`config.mk`:
```
export PLATFORM = sky130hd
export DESIGN_NAME = regfile_hilo_flat
export DESIGN_NICKNAME = d
export VERILOG_FILES = /design/src/rtl/regfile_hilo_if.sv /design/src/rtl/regfile_hilo.sv /design/src/flat_wrapper.sv
export SDC_FILE = /design/constraint.sdc
export NUM_CORES = 2
export LEC_CHECK = 0
export CAP_MARGIN = 20
export CORE_ASPECT_RATIO = 1.75
export CORE_MARGIN = 4
export CORE_UTILIZATION = 36
export DETAILED_ROUTE_END_ITERATION = 16
export DONT_BUFFER_PORTS = 1
export GPL_TIMING_DRIVEN = 0
export SLEW_MARGIN = 10
export SYNTH_ARGS = -nofsm -noshare
export SYNTH_HDL_FRONTEND = slang
export SYNTH_SLANG_ARGS = --single-unit
```
`constraint.sdc`:
```
create_clock -name clk -period 3.1 [get_ports clk]
set_input_delay 0.31 -clock clk [delete_from_list [all_inputs] [get_ports clk]]
set_output_delay 0.31 -clock clk [all_outputs]
set_load 0.03 [all_outputs]
```
`src/rtl/regfile_hilo_if.sv`:
```
// regfile_hilo_if: writeback-side write bus and decode-side read bus of the register file
interface regfile_hilo_if;
  logic        write_enable;
  logic [4:0]  write_addr;
  logic [31:0] write_data;
  logic [1:0]  write_hilo;
  logic [31:0] hi_data;
  logic [31:0] lo_data;
  logic        read_enable1;
  logic        read_enable2;
  logic [4:0]  read_addr1;
  logic [4:0]  read_addr2;
  logic [31:0] read_data1;
  logic [31:0] read_data2;
  logic [31:0] hi;
  logic [31:0] lo;
  logic [31:0] gpr_commits;
  logic [31:0] hilo_commits;
  modport master (
    output write_enable, write_addr, write_data, write_hilo, hi_data, lo_data,
    output read_enable1, read_enable2, read_addr1, read_addr2,
    input  read_data1, read_data2, hi, lo, gpr_commits, hilo_commits
  );
  modport slave (
    input  write_enable, write_addr, write_data, write_hilo, hi_data, lo_data,
    input  read_enable1, read_enable2, read_addr1, read_addr2,
    output read_data1, read_data2, hi, lo, gpr_commits, hilo_commits
  );
endinterface

```
`src/rtl/regfile_hilo.sv`:
```
// regfile_hilo: 32x32 GPR file plus HI/LO with write-through bypass and saturating commit counters
module regfile_hilo (
  input logic          clk,
  input logic          rst,
  regfile_hilo_if.slave bus
);
  logic [31:0] regs [32];
  logic [31:0] hi_q, lo_q, gpr_cnt, hilo_cnt;
  logic        gpr_wr, hilo_wr;
  assign gpr_wr  = bus.write_enable && (bus.write_addr != 5'd0);
  assign hilo_wr = |bus.write_hilo;
  always_ff @(posedge clk or negedge rst)
    if (!rst) begin
      for (int i = 0; i < 32; i++) regs[i] <= '0;
      hi_q     <= '0;
      lo_q     <= '0;
      gpr_cnt  <= '0;
      hilo_cnt <= '0;
    end else begin
      if (gpr_wr) regs[bus.write_addr] <= bus.write_data;
      if (bus.write_hilo[1]) hi_q <= bus.hi_data;
      if (bus.write_hilo[0]) lo_q <= bus.lo_data;
      gpr_cnt  <= gpr_cnt + {31'd0, gpr_wr && !(&gpr_cnt)};
      hilo_cnt <= hilo_cnt + {31'd0, hilo_wr && !(&hilo_cnt)};
    end
  // $0 is gated at the read mux, so a stale regs[0] can never leak out
  always_comb begin
    bus.read_data1 = (!bus.read_enable1 || bus.read_addr1 == 5'd0) ? 32'd0 :
                     (bus.write_enable && bus.write_addr == bus.read_addr1) ? bus.write_data :
                     regs[bus.read_addr1];
    bus.read_data2 = (!bus.read_enable2 || bus.read_addr2 == 5'd0) ? 32'd0 :
                     (bus.write_enable && bus.write_addr == bus.read_addr2) ? bus.write_data :
                     regs[bus.read_addr2];
    bus.hi = bus.write_hilo[1] ? bus.hi_data : hi_q;
    bus.lo = bus.write_hilo[0] ? bus.lo_data : lo_q;
  end
  assign bus.gpr_commits  = gpr_cnt;
  assign bus.hilo_commits = hilo_cnt;
endmodule
```
`src/flat_wrapper.sv`:
```
// flat-port wrapper written by rule: the top's interface ports become plain ports
module regfile_hilo_flat 
  (clk, rst, bus_write_enable, bus_write_addr, bus_write_data, bus_write_hilo, bus_hi_data, bus_lo_data, bus_read_enable1, bus_read_enable2, bus_read_addr1, bus_read_addr2, bus_read_data1, bus_read_data2, bus_hi, bus_lo, bus_gpr_commits, bus_hilo_commits);
  regfile_hilo_if bus_i ();
  input logic clk;
  input logic rst;
  input wire logic [$bits(bus_i.write_enable)-1:0] bus_write_enable;
  input wire logic [$bits(bus_i.write_addr)-1:0] bus_write_addr;
  input wire logic [$bits(bus_i.write_data)-1:0] bus_write_data;
  input wire logic [$bits(bus_i.write_hilo)-1:0] bus_write_hilo;
  input wire logic [$bits(bus_i.hi_data)-1:0] bus_hi_data;
  input wire logic [$bits(bus_i.lo_data)-1:0] bus_lo_data;
  input wire logic [$bits(bus_i.read_enable1)-1:0] bus_read_enable1;
  input wire logic [$bits(bus_i.read_enable2)-1:0] bus_read_enable2;
  input wire logic [$bits(bus_i.read_addr1)-1:0] bus_read_addr1;
  input wire logic [$bits(bus_i.read_addr2)-1:0] bus_read_addr2;
  output wire logic [$bits(bus_i.read_data1)-1:0] bus_read_data1;
  output wire logic [$bits(bus_i.read_data2)-1:0] bus_read_data2;
  output wire logic [$bits(bus_i.hi)-1:0] bus_hi;
  output wire logic [$bits(bus_i.lo)-1:0] bus_lo;
  output wire logic [$bits(bus_i.gpr_commits)-1:0] bus_gpr_commits;
  output wire logic [$bits(bus_i.hilo_commits)-1:0] bus_hilo_commits;
  assign bus_i.write_enable = bus_write_enable;
  assign bus_i.write_addr = bus_write_addr;
  assign bus_i.write_data = bus_write_data;
  assign bus_i.write_hilo = bus_write_hilo;
  assign bus_i.hi_data = bus_hi_data;
  assign bus_i.lo_data = bus_lo_data;
  assign bus_i.read_enable1 = bus_read_enable1;
  assign bus_i.read_enable2 = bus_read_enable2;
  assign bus_i.read_addr1 = bus_read_addr1;
  assign bus_i.read_addr2 = bus_read_addr2;
  assign bus_read_data1 = bus_i.read_data1;
  assign bus_read_data2 = bus_i.read_data2;
  assign bus_hi = bus_i.hi;
  assign bus_lo = bus_i.lo;
  assign bus_gpr_commits = bus_i.gpr_commits;
  assign bus_hilo_commits = bus_i.hilo_commits;
  regfile_hilo u_core (.clk(clk), .rst(rst), .bus(bus_i));
endmodule
```
==> results <==
- The run finished, with violations left.
- The checks that failed: setup timing.
- The sum of net half-perimeters after detailed placement is 220400 µm.
- In this design, the stage delay of the slowest critical-path cell is ~0.80 ns.
- Pin placement for this block handled 310 I/O pins.
- Including well taps, the total number of placed cells is a little under 7k.
- The netlist area before placement is 0.06038 mm².
- The post-route worst setup slack is -0.1421 ns.
- The tightest min-delay check is of the in2reg type.
- The final critical delay including setup and external delays is between 3 and 4 ns.
- In this run the cell area measured after placement is between 0.06 and 0.07 mm².
- The tree is rooted in a clkbuf_16.
- The cell taking the most area after synthesis is dfrtp_1.
- At the pin with the least slew margin, the transition time is 1.297 ns.
- The final worst clock skew is between 0.009 and 0.01 ns.
- The final antenna-violating net count is 0.
- The initial antenna violation count is 31.
- The maximum number of buffers from clock root to sink is 3.
- The total power density per cell area is 637.8 mW/mm².
- The multi-input combinational cells in the finished layout cover a total of between 0.02 and 0.03 mm².
- Dividing the final minimum period by the clock period gives 1.046.
- The max-slew violation count came to 0.
- The average instance area after synthesis is approximately 13 µm².
- The highest clock frequency the design can meet is 0.3084 GHz.
- The wire length of the first global-routing pass is between 400000 and 500000 µm.
- The residual DRC count is 0.
- The site row count is approximately 200.
- The Yosys step of the flow raised 0 warnings.
- The final estimated routing congestion in global placement is 1.054.
- The storage element area is about 0.029 mm².
- The final route contains 48.20k vias.
- The synthesized design contains 0 enable-type register cells.
- The non-filler instance count after layout is between 7k and 8k.
- The clock drives around 1.2k sinks.
- The pin count of the biggest net entering global routing is approximately 200.
- Of the post-synthesis cell area, the dominant cell type holds 0.4775.
- The clock latency at the later pin of the worst-skew pair is ~0.80 ns.
- Yosys attributes the largest share of cell area to dfrtp_1 48%, mux2_2 20%, mux4_2 8.8%, mux2i_1 8.7%, o22ai_1 1.6%.
- Across every metal layer, demand over resource in global routing totals 0.3615.
- The static power due to leakage is slightly above 30 nW.
- The finished cells cover 0.07091 mm².
- Measured against its own limit, the worst slew margin works out to 0.1350.
- The async set-or-reset flop fraction in the synthesized netlist is 1.000.
- The first routing iteration left between 6k and 7k violations.
- Setup repair after global routing could not meet its margin everywhere.
- After clock tree synthesis, the clock-pin slew on the worst setup and hold paths is approximately 0.070 ns.
- The H-tree depth reported by CTS is 3.
- In the final layout, the share of cells above drive strength 1 is 0.4079.
- The via count normalized by instance count is a little under 7.
- The leading register cell type out of synthesis is dfrtp_1.
- Data on the critical path arrives at its endpoint at slightly below 3 ns.
- The synthesized netlist net count is 4611.
- The via count of the first global-routing pass is approximately 48k.
- The count of TritonRoute iterations in the first routing pass is 8.
- TritonCTS built the clock tree.
- The critical path is of the in2out type.
- Data on the critical path is required at its endpoint by around 2.8 ns.
- Along the worst path, the maximum fanout reaches 10.
- The per-cell routed wire length is around 46 µm.
- The synthesized instance count is about 4.5k.
- The number of synthesized register bits is 1152.
- The cell that appears most often on the critical path is buf_4.
- The tool flagged a number of max-cap violations equal to 0.
- The number of buffers and inverters on the critical path is 3.
- The core area is 0.1665 mm².
- Buffers inserted during clock tree synthesis total between 100 and 150.
- For this run, the register share of the synthesized area comes to 0.4775.
- The number of fill cells is about 15k.
- The residual overflow from global routing is 0.
- The die area is ~0.17 mm².
- The number of failing setup endpoints in the final timing report is 31.
- The net total in the final layout is 4894.
- The final wirelength is around 320000 µm.
- Sorting the synthesized cells by how often they occur yields 1152 x dfrtp_1, 1068 x mux2_2, 525 x mux2i_1, 235 x mux4_2, 193 x clkbuf_1.
- The count of buffers added on input and output ports is 0.
- The critical path's slowest cell is buf_2.
- In this run the horizontal extent of the chip is ~320 µm.
- The signed area change from the synthesized netlist to the final layout is 17.45%.
- The signal on the critical path passes through buf_4 > buf_4 > buf_2 > mux2i_1 > o22ai_1 > nor4_2 > a221oi_1 > a21o_2.
- The count of endpoints failing hold in the final timing report is 0.
- Grouping stages by cell kind, the critical path spends the most delay in buffers and inverters.
- The worst setup path is launched from an input pin.
- The dominant cell by count in the synthesized netlist is dfrtp_1.
- The worst ir drop on vdd is between 0.0005 and 0.0006 V.
- The die height is ~550 µm.
- The initial core utilization is 0.3627.
- The number of distinct standard cells referenced by the synthesized netlist is 68.
- The kind of end point of the critical path is an output pin.
-- stage by stage --
step           utilization  power (mW)  setup TNS (ns)  worst slack [ns]  hold WS [ns]
2_1_floorplan            -       25.65               0            0.2013       0.01441
3_3_place_gp        0.3792       28.49          -98.08            -2.531        0.1037
3_5_place_dp        0.3848       29.23          -59.50            -1.232       0.02471
4_1_cts             0.4232       44.66        -0.06825          -0.02731       0.04907
5_1_grt             0.4255       46.34         -0.1434          -0.03276       0.06136
6_report            0.4260       45.23          -1.458           -0.1421       0.03275
-- report_power, final --
part / internal (mW) / total (mW) / switching, mW
combinational: 4.63 / 9.80 / 5.17
sequential: 17.7 / 20.1 / 2.41
clock: 8.61 / 15.3 / 6.68
-- state kept, by name, summed over array words and instances (netlist names) --
name	cells
u_core.lo_q	32
u_core.hi_q	32
u_core.bus.hilo_commits	32
u_core.bus.gpr_commits	32
u_core.regs	1024
-- what timing repair did --
action / 4_1_cts / 5_1_grt
gates resized for setup: 335 / 90
hold endpoints to repair: 783 / 0
setup buffers: 23 / 3
hold buffers: 98 / 0
pin swaps: 21 / 14
cloned: 0 / 2
setup endpoints to repair: 84 / 258
-- metal layers --
| metal | track usage | part of all wire |
|---|---|---|
| met5 | 0 | 0.00019 |
| met1 | 0.3834 | 0.32 |
| met3 | 0.1326 | 0.12 |
| met2 | 0.5497 | 0.44 |
| met4 | 0.3538 | 0.13 |
-- final cells by class --
class / count / share of cell area
diodes: 33 / 0.001165
plain buffers: 466 / 0.04460
clock buffers: 164 / 0.04805
clock inverters: 47 / 0.008152
inverters: 4 / 0.0002117
multi-input cells: 2861 / 0.4226
flip-flops and latches: 1152 / 0.4067
well taps: 2200 / 0.03882
repair buffers: 172 / 0.02966
-- logic make-up after synthesis --
group	synth area share
flip-flops	0.4775
adder cells (fa/ha/maj)	0.0008290
multiplexers	0.3741
AND/OR/NAND/NOR	0.03515
buffers and inverters	0.03780
AO/OA/AOI/OAI	0.06453
XOR/XNOR	0.01015
-- worst paths after layout --
kind,startpoint,endpoint,slack (ns),depth (start not counted)
setup / recovery,bus_read_addr2[1],bus_read_data2[19],-0.14,8
setup reg to reg,u_core.bus.gpr_commits[24],u_core.bus.gpr_commits[23],0.15,12
max in group asynchronous,rst,u_core.bus.hilo_commits[25],0.55,4
hold reg to reg,u_core.regs[998],u_core.regs[998],0.48,1
hold / removal,bus_write_data[21],u_core.regs[341],0.03,2
min in group asynchronous,rst,u_core.regs[614],0.17,2
-- cells in the final DEF (no fill, tap or decap), drive strengths merged, types with 14 or more instances in the layout --
master / instances
o31ai: 15
a2111oi: 16
xor2: 15
mux2: 1069
clkbuf: 355
a22oi: 35
diode: 33
nor2: 100
a22o: 57
o221ai: 22
nand2: 109
dfrtp: 1152
a21o: 14
o22ai: 150
a221oi: 57
a21oi: 40
mux2i: 525
xnor2: 55
o21ai: 65
and3: 15
nand4: 17
a211oi: 34
mux4: 235
nor4: 33
nand3: 46
clkinv: 28
dlygate4sd3: 97
buf: 350
nor3: 20
-- worst reg2reg max path: cells and delay by family, from the launching register on --
| family | cells | cell delay, ns |
|---|---|---|
| flip-flops | 1 | 0.51 |
| XOR/XNOR | 1 | 0.16 |
| adder cells (fa/ha/maj) | 1 | 0.27 |
| AO/OA/AOI/OAI | 1 | 0.32 |
| AND/OR/NAND/NOR | 8 | 1.44 |
| buffers and inverters | 1 | 0.12 |
Power figures use the tool's default switching activity.
